`config.mk`:
```
export PLATFORM = sky130hd
export DESIGN_NAME = multicycle_control
export DESIGN_NICKNAME = d
export VERILOG_FILES = /design/src/rtl/ctrl_pkg.sv /design/src/rtl/alu_decoder.sv /design/src/rtl/multicycle_control.sv
export SDC_FILE = /design/constraint.sdc
export NUM_CORES = 1
export LEC_CHECK = 0
export CAP_MARGIN = 0
export CELL_PAD_IN_SITES_DETAIL_PLACEMENT = 0
export CELL_PAD_IN_SITES_GLOBAL_PLACEMENT = 1
export CORE_MARGIN = 10
export CORE_UTILIZATION = 36
export CTS_BUF_LIST = sky130_fd_sc_hd__clkbuf_2 sky130_fd_sc_hd__clkbuf_4 sky130_fd_sc_hd__clkbuf_8
export DETAILED_ROUTE_END_ITERATION = 6
export PLACE_DENSITY = 0.91
export SYNTH_ARGS = -nofsm -noshare
export SYNTH_HDL_FRONTEND = slang
export SYNTH_HIERARCHICAL = 1
export SYNTH_SLANG_ARGS = --single-unit
export TNS_END_PERCENT = 5
```
`constraint.sdc`:
```
create_clock -name clk -period 2.2 [get_ports clk]
set_input_delay 0.44 -clock clk [delete_from_list [all_inputs] [get_ports clk]]
set_output_delay 0.44 -clock clk [all_outputs]
set_load 0.005 [all_outputs]
```
`src/rtl/ctrl_pkg.sv`:
```
// Shared constants, state enumeration and per-state control decode for the
// multicycle MIPS controller.
package ctrl_pkg;

    localparam logic [5:0] OP_RTYPE = 6'b000000;
    localparam logic [5:0] OP_LW    = 6'b100011;
    localparam logic [5:0] OP_SW    = 6'b101011;

    localparam logic [5:0] FN_ADD = 6'b100000;
    localparam logic [5:0] FN_SUB = 6'b100010;
    localparam logic [5:0] FN_AND = 6'b100100;
    localparam logic [5:0] FN_OR  = 6'b100101;
    localparam logic [5:0] FN_SLT = 6'b101010;

    localparam logic [3:0] ALU_AND = 4'b0000;
    localparam logic [3:0] ALU_OR  = 4'b0001;
    localparam logic [3:0] ALU_ADD = 4'b0101;
    localparam logic [3:0] ALU_SUB = 4'b0110;
    localparam logic [3:0] ALU_SLT = 4'b0111;

    typedef enum logic [2:0] {
        S_IDLE, S_DECODE, S_EXEC_R, S_WB_R, S_MEM_ADDR, S_MEM_RD, S_MEM_WB, S_MEM_WR
    } state_t;

    typedef struct packed {
        logic       instr_ready;
        logic       reg_dst;
        logic       reg_write;
        logic       alu_src;
        logic       mem_write;
        logic       mem_read;
        logic       mem_to_reg;
        logic [3:0] alu_control;
        logic       done;
        logic       illegal;
    } ctrl_t;

    localparam ctrl_t CTRL_RESET = '{instr_ready: 1'b1, default: '0};

    // Control word for the state about to be entered; registering it makes
    // every output a clean flop decoded from state.
    function automatic ctrl_t ctrl_for(input state_t s, input logic [3:0] r_alu,
                                       input logic wr_last, input logic ill);
        ctrl_t c;
        c = '0;
        case (s)
            S_IDLE:     begin c.instr_ready = 1'b1; c.illegal = ill; end
            S_EXEC_R:   c.alu_control = r_alu;
            S_WB_R:     begin
                c.reg_dst = 1'b1; c.reg_write = 1'b1; c.alu_control = r_alu; c.done = 1'b1;
            end
            S_MEM_ADDR: begin c.alu_src = 1'b1; c.alu_control = ALU_ADD; end
            S_MEM_RD:   begin c.mem_read = 1'b1; c.alu_src = 1'b1; c.alu_control = ALU_ADD; end
            S_MEM_WB:   begin
                c.reg_write = 1'b1; c.mem_to_reg = 1'b1; c.mem_read = 1'b1;
                c.alu_src = 1'b1; c.done = 1'b1;
            end
            S_MEM_WR:   begin
                c.mem_write = 1'b1; c.alu_src = 1'b1; c.alu_control = ALU_ADD; c.done = wr_last;
            end
            default:    c = '0;
        endcase
        return c;
    endfunction

endpackage

```
`src/rtl/alu_decoder.sv`:
```
// Maps an R-type funct field to its ALU operation code and flags unsupported
// funct values.
module alu_decoder
    import ctrl_pkg::*;
(
    input  logic [5:0] funct,
    output logic [3:0] alu_control,
    output logic       legal
);

    always_comb begin
        alu_control = ALU_AND;
        legal       = 1'b1;
        case (funct)
            FN_ADD:  alu_control = ALU_ADD;
            FN_SUB:  alu_control = ALU_SUB;
            FN_AND:  alu_control = ALU_AND;
            FN_OR:   alu_control = ALU_OR;
            FN_SLT:  alu_control = ALU_SLT;
            default: legal = 1'b0;
        endcase
    end

endmodule

```
`src/rtl/multicycle_control.sv`:
```
// Multicycle Moore control FSM for add/sub/and/or/slt, lw and sw. Handshake:
// an instruction is taken on a rising edge where instr_valid && instr_ready.
module multicycle_control
    import ctrl_pkg::*;
#(
    parameter int MEM_WAIT = 0
) (
    input  logic        clk,
    input  logic        rst_n,
    input  logic        instr_valid,
    input  logic [31:0] instruction,
    output logic        instr_ready,
    output logic        RegDst,
    output logic        RegWrite,
    output logic        ALUSrc,
    output logic        MemWrite,
    output logic        MemRead,
    output logic        MemToReg,
    output logic [3:0]  ALUcontrol,
    output logic        done,
    output logic        illegal,
    output state_t      state_dbg
);

    localparam logic [3:0] WAIT_LAST = 4'(MEM_WAIT);

    state_t     state, state_next;
    logic [5:0] ir_op, ir_funct;
    logic [3:0] cnt, cnt_next;
    logic       ill_next;
    ctrl_t      ctrl_q, ctrl_next;
    logic [3:0] dec_alu;
    logic       dec_legal;

    // Register and immediate fields never steer control.
    logic unused_fields;
    assign unused_fields = ^instruction[25:6];

    alu_decoder u_alu_decoder (
        .funct       (ir_funct),
        .alu_control (dec_alu),
        .legal       (dec_legal)
    );

    always_comb begin
        state_next = state;
        cnt_next   = cnt;
        ill_next   = 1'b0;
        case (state)
            S_IDLE:     if (instr_valid) state_next = S_DECODE;
            S_DECODE: begin
                if (ir_op == OP_RTYPE && dec_legal)      state_next = S_EXEC_R;
                else if (ir_op == OP_LW || ir_op == OP_SW) state_next = S_MEM_ADDR;
                else begin
                    state_next = S_IDLE;
                    ill_next   = 1'b1;
                end
            end
            S_EXEC_R:   state_next = S_WB_R;
            S_WB_R:     state_next = S_IDLE;
            S_MEM_ADDR: begin
                cnt_next   = '0;
                state_next = (ir_op == OP_LW) ? S_MEM_RD : S_MEM_WR;
            end
            S_MEM_RD: begin
                if (cnt == WAIT_LAST) state_next = S_MEM_WB;
                else                  cnt_next   = cnt + 4'd1;
            end
            S_MEM_WB:   state_next = S_IDLE;
            S_MEM_WR: begin
                if (cnt == WAIT_LAST) state_next = S_IDLE;
                else                  cnt_next   = cnt + 4'd1;
            end
            default:    state_next = S_IDLE;
        endcase
        ctrl_next = ctrl_for(state_next, dec_alu, cnt_next == WAIT_LAST, ill_next);
    end

    always_ff @(posedge clk or negedge rst_n) begin
        if (!rst_n) begin
            state    <= S_IDLE;
            ir_op    <= '0;
            ir_funct <= '0;
            cnt      <= '0;
            ctrl_q   <= CTRL_RESET;
        end else begin
            state  <= state_next;
            cnt    <= cnt_next;
            ctrl_q <= ctrl_next;
            if (state == S_IDLE && instr_valid) begin
                ir_op    <= instruction[31:26];
                ir_funct <= instruction[5:0];
            end
        end
    end

    assign instr_ready = ctrl_q.instr_ready;
    assign RegDst      = ctrl_q.reg_dst;
    assign RegWrite    = ctrl_q.reg_write;
    assign ALUSrc      = ctrl_q.alu_src;
    assign MemWrite    = ctrl_q.mem_write;
    assign MemRead     = ctrl_q.mem_read;
    assign MemToReg    = ctrl_q.mem_to_reg;
    assign ALUcontrol  = ctrl_q.alu_control;
    assign done        = ctrl_q.done;
    assign illegal     = ctrl_q.illegal;
    assign state_dbg   = state;

endmodule

```
; ---- Word-level counts from Yosys, hierarchy flattened
; Cells that the tools add are included.
[totals]
reg_bits = 32
input_bits = 35
[classes]
n_addsub = 1
eq_ne = 20
muxes = 24
n_reduce_logical = 16
[op_table]
columns = cell, count
row1 = 6-bit equality test (second input constant), 7
row2 = 3-bit equality test (second input constant), 8
row3 = 3-bit case mux with 7 select lines, 1
row4 = 4-bit case mux with 2 select lines, 2
row5 = 3-bit two-way mux, 5
row6 = 3-bit by 2-bit equality test with 1-bit output (second input constant), 4
row7 = 1-bit two-way mux, 12
row8 = 3-bit case mux with 4 select lines, 1
row9 = 2-bit OR reduction, 5
row10 = 4-bit logical NOT, 2
row11 = 3-bit logical NOT, 2
row12 = 6-bit logical NOT, 1
row13 = 5-bit OR reduction, 1
row14 = 4-bit by 1-bit adder with 4-bit output (second input constant), 1
row15 = 4-bit two-way mux, 1
row16 = 4-bit OR reduction, 1
row17 = 3-bit by 1-bit equality test with 1-bit output (second input constant), 1
row18 = 3-bit OR reduction, 1
row19 = 1-bit logical AND, 2
row20 = 2-bit two-way mux, 1
row21 = 1-bit case mux with 2 select lines, 1
row22 = 1-bit logical OR, 1

; ---- Longest topological paths before layout
; Gate-level depths: netlist (run 1).
[depth]
depth_word = 9
depth_mapped = 8
depth_no_buf = 7

; ---- By module
; Netlist (run 1), hierarchy kept.
[by_module_without_submodules]
columns = mod, n_inst, cells_per_inst, area_each_um2, seq_area_each_um2
row1 = multicycle_control, 1, 127, 1453.9, 777.0
row2 = alu_decoder, 1, 13, 98.8, 0.0

; ---- Worst setup path before layout (run 1)
; Ideal clock, no wire load.
[synth_path]
path_kind = reg-to-reg
start = register cnt[0]
end = register ctrl_q (netlist bit MemRead)
setup_time_ps = 128
arrival_time_ps = 1639
required_time_ps = 2072
path_slack_ps = 432
path_stages_with_launch = 9
n_path_buf = 1
period_less_slack_ps = 1768
path_cell_list = dfrtp_1 -> inv_1 -> ha_1 -> nor3b_4 -> mux2i_1 -> or3b_1 -> buf_6 -> xnor2_1 -> nor2_1
[synth_lines]
columns = element, line_no
row1 = start: declaration, multicycle_control.sv:29  ; logic [3:0] cnt, cnt_next;
row2 = start signal: assignment, multicycle_control.sv:88  ; cnt <= cnt_next;
row3 = end signal: assignment, multicycle_control.sv:89  ; ctrl_q <= ctrl_next;
row4 = end: declaration, multicycle_control.sv:31  ; ctrl_t ctrl_q, ctrl_next;

==> results of run 1 <==
critical path: stages (launching register included):
cell	delay, ns
dfrtp_1	0.46
inv_1	0.11
ha_1	0.17
nor3b_4	0.29
mux2i_1	0.13
or3b_1	0.45
xnor2_1	0.19
nor2_1	0.06
cell usage in the layout, fill, tap and decap left out, types with 3 or more instances in the layout:
| cell | count |
|---|---|
| a21oi_1 | 5 |
| and2_2 | 3 |
| buf_4 | 7 |
| clkbuf_8 | 5 |
| clkdlybuf4s50_1 | 30 |
| dfrtp_1 | 30 |
| inv_1 | 8 |
| mux2_2 | 12 |
| nand2_1 | 6 |
| nand3_1 | 3 |
| nor2_1 | 9 |
| nor2b_1 | 3 |
| nor3_1 | 3 |
| o21ai_0 | 7 |
routing by layer:
layer / vias up / part of all wire, % / track usage, %
met3: 6 / 6.5 / 4.45
met2: 32 / 54 / 18.8
met5: - / 0 / 0
li1: 561 / - / -
met1: 581 / 38 / 10.4
met4: 0 / 1.4 / 3.59
registers in the layout (all words and copies together), names as in the netlist:
| register | count |
|---|---|
| instr_ready | 1 |
| ir_funct | 6 |
| MemRead | 1 |
| ALUSrc | 1 |
| MemWrite | 1 |
| ALUcontrol | 4 |
| state_dbg | 2 |
| cnt | 4 |
| ir_op | 6 |
| illegal | 1 |
| RegWrite | 1 |
| RegDst | 1 |
| done | 1 |
| MemToReg | 1 |
stage by stage:
| stage | instance area (µm²) | hold slack [ns] | util (%) | worst slack (ns) |
|---|---|---|---|---|
| floorplan | 1550 | 0.144 | - | 0.432 |
| global placement | 1910 | 0.514 | 46.6 | 0.294 |
| detailed placement | 1910 | 0.523 | 46.6 | 0.226 |
| CTS | 1990 | 0.537 | 48.8 | 0.216 |
| global route | 1990 | 0.566 | 48.8 | 0.0288 |
| finish | 1990 | 0.531 | 48.8 | 0.213 |
area by class of cell:
type                    instances  area (µm²)
inverters                       8        30.0
fillers                       382        2090
multi-input cells              93         683
clock buffers                   7        83.8
flip-flops and latches         31         777
clock inverters                 1        5.00
well taps                      50        62.6
repair buffers                 37         353
path summary, 6_finish.rpt:
| check | startpoint | end | slack, ns | depth (start not counted) |
|---|---|---|---|---|
| max | cnt[0]$_DFF_PN0_ | MemRead$_DFF_PN0_ | 0.21 | 7 |
| max in group asynchronous | rst_n | instr_ready$_DFF_PN1_ | 1.32 | 2 |
| min | ir_funct[5]$_DFFE_PN0P_ | ir_funct[5]$_DFFE_PN0P_ | 0.53 | 1 |
| min in group asynchronous | rst_n | cnt[1]$_DFF_PN0_ | 0.56 | 2 |
| min reg2reg | ir_funct[5]$_DFFE_PN0P_ | ir_funct[5]$_DFFE_PN0P_ | 0.53 | 1 |
| max reg2reg | cnt[0]$_DFF_PN0_ | MemRead$_DFF_PN0_ | 0.21 | 7 |
report_power, final:
group | switching [W] | leakage [nW] | internal (W)
registers | 0.000155 | 0.397 | 0.000775
logic | 0.000396 | 0.439 | 0.000517
clock network | 0.000195 | 0.0491 | 0.000246
total | 0.000745 | 0.886 | 0.00154
logic make-up after synthesis:
| logic type | Yosys count |
|---|---|
| and+or+nand+nor | 45 |
| buffers and inverters | 16 |
| adders and majority gates | 2 |
| xor gates and xnor gates | 2 |
| DFF | 31 |
| other | 1 |
| AOI/OAI and AO/OA | 29 |
| muxes | 14 |
Yosys cell counts (all sizes together):
cell type / n / area share (%)
or3: 1 / 0.40
xnor2: 1 / 0.56
a41o: 1 / 0.64
nor4: 1 / 0.40
and2: 3 / 1.5
mux2i: 2 / 1.3
nand2b: 2 / 0.81
ha: 2 / 1.6
o31ai: 1 / 0.48
a31oi: 2 / 0.81
and2b: 1 / 0.56
o22ai: 2 / 1.2
a21o: 3 / 1.6
nor3b: 4 / 3.3
o221ai: 1 / 0.56
nor3: 3 / 0.97
buf: 8 / 4.0
nor2b: 3 / 1.2
o21ai: 8 / 2.6
a21oi: 5 / 1.6
a22oi: 2 / 0.97
or2: 1 / 0.40
nand3b: 1 / 0.48
xor2: 1 / 0.56
a211oi: 1 / 0.48
nand2: 6 / 1.5
dfrtp: 30 / 48
nand4bb: 1 / 0.73
conb: 1 / 0.24
a2111oi: 1 / 0.56
dfstp: 1 / 1.7
nand3: 3 / 0.97
or4b: 1 / 0.89
a22o: 1 / 0.56
mux2: 12 / 8.7
and3: 3 / 1.3
o211ai: 1 / 0.48
inv: 8 / 1.9
or3b: 1 / 0.56
nor2: 10 / 2.6
==> impl_metrics.toml, run 1 <==
[status]
outcome = "complete, no violations"

[layout]
area_growth_pct = 28.4
final_cell_count_no_fill = 227
drive_gt1_share_pct = 23.7
antenna_cells = 0
finalNetCount = 213

[power_and_ir_drop]
p_total_w = 0.00228
irDropWorstVdd_mv = 0.502
power.density_mw_per_mm2 = 1140
p_leak_nw = 0.886

[clock_network]
post_cts_buffers = 0
cts.repair.resized = 0
clk-insertion-delay-late_ns = 0.28
cts_sinks = 31
hold_buffers = 0
cts_htree_levels = 2
clk_pin_slew_ns = 0.06
cts-root-buf = "clkbuf_8"
cts-buffers-inserted = 5
clock_path_buffers = 2
cts_tree = "done"

[die]
die_w_um = 85.7
core_area_mm2 = 0.00409
num_rows = 23
ios = 51
initial_core_util_pct = 38.0
die_y_um = 85.7
dieArea_mm2 = 0.00734

[yosys]
netlist_instances = 140
post_synth_mux_area_share_pct = 9.99
ys_seq_elements = 31
synth-adder-area-share_pct = 1.61
avgSynthCellArea_um2 = 11.1
synth-simple-area-share_pct = 18.5
netlist_area_mm2 = 0.00155
synthDistinctLibCells = 49
synth_top_family_by_area = "simple AND/OR/NAND/NOR gates"
postSynthNetCount = 177
yosysWarnings = 6
synthXorXnorAreaFrac_pct = 1.13
yosysSeqAreaShare_pct = 50.0
synth_compound_area_share_pct = 12.6

[global_route]
gr-total-overflow = 0
grt_pass1_vias = 1308
antenna_found_initial = 0
grt_max_degree = 32
grt_pass1_wl_um = 6240
grt_usage_pct = 10.4

[sta]
fin_setup_tns_ns = 0
hold_viol = 0
fin_crit_ns = 1.99
rsz0062_at_grt = "false"
finalMaxSlewViolations = 0
final.setup_skew_ns = 0.00299
fmax_mhz = 503
finalCritPeriodShare_pct = 90.3
setup_viol = 0

[drt]
wl_um = 3510
drc = 0
drt-pass1-iter-count = 4
first_iter_violations = 88
viasPerCell = 5.20
via_count = 1180
drtAntennaViolNets = 0
post_drt_wl_per_cell_um = 15.5

[min_path]
hold_class = "flip-flop to flip-flop"

[setup_path]
start_kind = "flip-flop"
worstPathRequired_ns = 2.35
crit_fanout = 8
cp.arrival_ns = 2.14
end_kind = "flip-flop"
path_class = "flip-flop to flip-flop"

[placement]
gp_congestion = 0.805
place_inst = 219
post-dp-hpwl_um = 2720
port_buffers = 30

[job]
maxCapViolCount = 0
Note: power is estimated with default switching activity, not from simulation.
==> run 2: changes to the inputs <==
--- a/config.mk
+++ b/config.mk
@@ -13,6 +13,8 @@
 export CTS_BUF_LIST = sky130_fd_sc_hd__clkbuf_2 sky130_fd_sc_hd__clkbuf_4 sky130_fd_sc_hd__clkbuf_8
 export DETAILED_ROUTE_END_ITERATION = 6
 export PLACE_DENSITY = 0.91
+export RECOVER_POWER = 50
+export SKIP_LAST_GASP = 1
 export SYNTH_ARGS = -nofsm -noshare
 export SYNTH_HDL_FRONTEND = slang
 export SYNTH_HIERARCHICAL = 1
==> impl_metrics.toml, run 2 (synthesized netlist as in run 1, its figures left out) <==
[status]
outcome = "complete, no violations"

[setup_path]
worstPathRequired_ns = 2.35
crit_fanout = 8
start_kind = "flip-flop"
critPathCapture = "MemRead$_DFF_PN0_"
path_class = "flip-flop to flip-flop"
crit_family = "simple AND/OR/NAND/NOR gates"
rr_startpoint = "cnt[0]$_DFF_PN0_"
worst_path_max_delay_cell = "dfrtp_1"
startpoint = "cnt[0]$_DFF_PN0_"
r2r_setup_slack_ns = 0.22
ff2ff_path_depth = 7
crit_path_cell_trace = "inv_1 -> ha_1 -> nor3b_4 -> mux2i_1 -> or3b_1 -> xnor2_1 -> nor2_1"
end_kind = "flip-flop"
cp.arrival_ns = 2.13
cp_num_buf_inv = 1
crit_cells = 7
reg2reg_to = "MemRead$_DFF_PN0_"
cpPeakStageDelay_ns = 0.46

[global_route]
gr-total-overflow = 0
grt_usage_pct = 10.4
antenna_found_initial = 0
grt_pass1_wl_um = 6240
grt_max_degree = 32
grt_pass1_vias = 1308

[layout]
finalNetCount = 213
fillCellCount = 384
finalInstanceArea_mm2 = 0.00198
area_growth_pct = 27.7
antenna_cells = 0
seqCellArea_um2 = 777
multiInputGateArea_um2 = 678
layout_common_cells = "30 x dfrtp_1, 26 x clkdlybuf4s50_1, 12 x mux2_2"
final_common_cell = "dfrtp_1"
drive_gt1_share_pct = 22.6
largestRegisters = "ir_funct x6, ir_op x6"

[placement]
placed_cell_area_mm2 = 0.00191
port_buffers = 30
gp_congestion = 0.805
post-dp-hpwl_um = 2720

[die]
die_y_um = 85.7
initial_core_util_pct = 38.0
die_w_um = 85.7
num_rows = 23
core_area_mm2 = 0.00409
dieArea_mm2 = 0.00734
ios = 51

[clock_network]
cts_sinks = 31
cts_htree_levels = 2
hold_buffers = 0
cts.repair.resized = 0
cts-buffers-inserted = 5
clk-insertion-delay-late_ns = 0.28
post_cts_buffers = 0
cts_tree = "done"
cts-root-buf = "clkbuf_8"
clock_path_buffers = 2
clk_pin_slew_ns = 0.06

[drt]
wl_um = 3490
post_drt_wl_per_cell_um = 15.4
drc = 0
drt-pass1-iter-count = 4
viasPerCell = 5.17
via_count = 1174
first_iter_violations = 85
drtAntennaViolNets = 0

[sta]
holdWs_ns = 0.531
rsz0062_at_grt = "false"
hold_viol = 0
worst_pin_slew_ns = 0.755
fmax_mhz = 505
timing.slew.headroom_pct = 49.7
finalMaxSlewViolations = 0
final.setup_skew_ns = 0.00281
finalCritPeriodShare_pct = 90.1
fin_crit_ns = 1.98
setup_viol = 0
fin_setup_tns_ns = 0

[min_path]
hold_class = "flip-flop to flip-flop"

[power_and_ir_drop]
power.density_mw_per_mm2 = 1140
irDropWorstVdd_mv = 0.501
p_leak_nw = 0.887
p_total_w = 0.00227

[job]
maxCapViolCount = 0
## run 2: cell types whose count changed in the layout (fill, tap and decap cells not counted)
cell and delta:
buf_4 -2, clkbuf_1 +1, clkbuf_2 +1, clkdlybuf4s50_1 -4
dlygate4sd3_1 +4, nor3b_1 +1, nor3b_2 -1, o21ai_0 +1
o21ai_1 -1
## run 2: report_power, final
part / leakage (nW) / internal, W / switching (W)
combinational: 0.441 / 0.000504 / 0.000394
sequential: 0.397 / 0.000775 / 0.000151
clock: 0.0491 / 0.000246 / 0.000195
## run 2: final cells by class
type                       instances  area share, %
clock inverter                     1          0.252
multi-input combinational         93           34.2
timing repair buffer              37           17.5
tap                               50           3.15
clock buffer                       7           4.23
inverter                           8           1.51
sequential                        31           39.2
## run 2: through the flow
stage | utilization, % | std cells | setup WS [ns]
2_1_floorplan | - | 140 | 0.432
3_3_place_gp | 46.6 | 219 | 0.294
3_5_place_dp | 46.6 | 219 | 0.226
4_1_cts | 48.8 | 227 | 0.216
5_1_grt | 48.5 | 227 | 0.0288
6_report | 48.5 | 227 | 0.219
## run 2: per-layer routing
metal  wire [µm]  global-route usage (%)  vias to the layer above
met5           0                       0                        -
met2        1890                    18.8                       34
li1            -                       -                      560
met1        1320                    10.4                      574
met3         236                    4.45                        6
met4          48                    3.59                        0
## run 2: worst min-delay path by stage
| stage | endpoint | cells after the start | start | slack, ns |
|---|---|---|---|---|
| after floorplan | ALUSrc$_DFF_PN0_ | 0 | rst_n | 0.14 |
| after global placement | ir_funct[4]$_DFFE_PN0P_ | 1 | ir_funct[4]$_DFFE_PN0P_ | 0.51 |
| after detailed placement | ir_funct[5]$_DFFE_PN0P_ | 1 | ir_funct[5]$_DFFE_PN0P_ | 0.52 |
| after CTS | ir_funct[5]$_DFFE_PN0P_ | 1 | ir_funct[5]$_DFFE_PN0P_ | 0.54 |
| after global routing | ir_funct[5]$_DFFE_PN0P_ | 1 | ir_funct[5]$_DFFE_PN0P_ | 0.57 |
| final | ir_funct[5]$_DFFE_PN0P_ | 1 | ir_funct[5]$_DFFE_PN0P_ | 0.53 |
==> run 3: changes to the inputs <==
--- a/config.mk
+++ b/config.mk
@@ -5,7 +5,7 @@
 export SDC_FILE = /design/constraint.sdc
 export NUM_CORES = 1
 export LEC_CHECK = 0
-export CAP_MARGIN = 0
+export CAP_MARGIN = 5
 export CELL_PAD_IN_SITES_DETAIL_PLACEMENT = 0
 export CELL_PAD_IN_SITES_GLOBAL_PLACEMENT = 1
 export CORE_MARGIN = 10
==> results of run 3 <==
No change in the layout: final DEF, timing and power equal those of run 2.
==> variant, RTL diff (settings of run 1) <==
Make the reset (`rst_n`) synchronous in one clocked block.
--- a/src/rtl/multicycle_control.sv
+++ b/src/rtl/multicycle_control.sv
@@ -76,7 +76,7 @@
         ctrl_next = ctrl_for(state_next, dec_alu, cnt_next == WAIT_LAST, ill_next);
     end
 
-    always_ff @(posedge clk or negedge rst_n) begin
+    always_ff @(posedge clk) begin
         if (!rst_n) begin
             state    <= S_IDLE;
             ir_op    <= '0;
Behaviour: differs if rst_n is asserted again (counterexample within 4 cycles, from zero or initial values and one cycle with rst_n low); with rst_n held inactive, the same outputs for 10 cycles.
==> variant against run 1 <==
- worst setup slack lost 0.025 ns
- final area shrank 5.5%
- critical path depth grew 1
- synthesized area shrank 8.0%
- die area shrank 6.1%
- highest routed layer unchanged
- wire length shrank 9.1%
- sequential cell count is the same
- largest cell class is now multi-input combinational cells
Power is not compared: it rests on default switching activity, and its combinational part moved more than twofold at a synthesized area within 25%.
==> variant: results <==
export IMPL_place_area_um2=1790
export IMPL_grt_pass1_wl_mm=5.554
export IMPL_worstHoldPathCells=2
export IMPL_dpl_hpwl_mm=2.413
export IMPL_crit_arrival_ns=2.19
export IMPL_pre_cts_ws_ns=0.1171
export IMPL_yosysSeqAreaShare=0.4343
export IMPL_use_met3=0.03906
export IMPL_grt_max_degree=16
export IMPL_timing_rr_end="ALUcontrol[2]$_SDFF_PN0_"
export IMPL_use_met1=0.1005
export IMPL_async_flop_share=0
export IMPL_r2r_cells=8
export IMPL_yosys_cell_types_count=46
export IMPL_grtUsageTotal=0.09386
export IMPL_cpPeakStageDelay_ns=0.40
export IMPL_gp_congestion=0.8530
export IMPL_drt_iter0_drc=97
export IMPL_drive_gt1_frac=0.1220
export IMPL_finalCritPeriodShare=0.9146
export IMPL_nets=241
export IMPL_synth_area_leaders="dfxtp_1, nand2_1, a21oi_1, and2_1, nor2b_1"
export IMPL_post_drt_wl_per_cell_um=12.60
export IMPL_status="complete, no violations"
export IMPL_fillers=391
export IMPL_reg2reg_setup_slack_ns=0.19
export IMPL_critPathMaxFanout=3
export IMPL_synthTopCellsByCount="nand2_1, dfxtp_1, a21oi_1, and2_1, nor2_1"
==> variant: cell count changes in the layout (fill, tap and decap cells not counted), moves of 7 or more <==
| cell | run 1 | this run |
|---|---|---|
| dfxtp_1 | 0 | 31 |
| dfrtp_1 | 30 | 0 |
| nand2_1 | 6 | 33 |
| mux2_2 | 12 | 0 |
| a21oi_1 | 5 | 15 |
| and2_1 | 0 | 7 |
==> variant: layout make-up <==
cell class                 instances  share of cell area
timing repair buffer              36              0.1831
multi-input combinational        123              0.3948
clock buffer                       7             0.04446
sequential                        31              0.3291
tap                               48             0.03185
inverter                           7             0.01393
clock inverter                     1            0.002654
==> variant: report_power, final <==
group | leakage (nW) | internal, W | switching, W | total (W)
Clock | 0.0491 | 0.000246 | 0.000205 | 0.000451
Sequential | 0.252 | 0.000579 | 0.0000157 | 0.000595
Combinational | 0.421 | 0.0000598 | 0.0000539 | 0.000114
==> variant: layer usage <==
metal | wire length [um] | share of wire
met1 | 1527 | 0.48
met2 | 1457 | 0.46
met3 | 159 | 0.050
met4 | 44 | 0.014
met5 | 0 | 0
==> variant: through the flow <==
| stage | cells | util |
|---|---|---|
| after global routing | 253 | 0.5037 |
| after global placement | 245 | 0.4783 |
| final | 253 | 0.5037 |
| after floorplan | 169 | - |
| after detailed placement | 245 | 0.4783 |
| after CTS | 253 | 0.5020 |
==> variant: worst max-delay path: cells and delay by family, from the launching register on <==
family	cells	cell delay (ns)
compound gates	5	1.02
simple gates	2	0.43
flops	1	0.32
buf+inv	1	0.15
==> variant: kinds of logic after synthesis <==
kind of cell / synth area share
XOR/XNOR: 0.006131
AO/OA/AOI/OAI: 0.1848
adder cells (fa/ha/maj): 0.01751
other: 0.002624
multiplexers: 0.007006
buffers and inverters: 0.04904
AND/OR/NAND/NOR: 0.2986
flip-flops: 0.4343
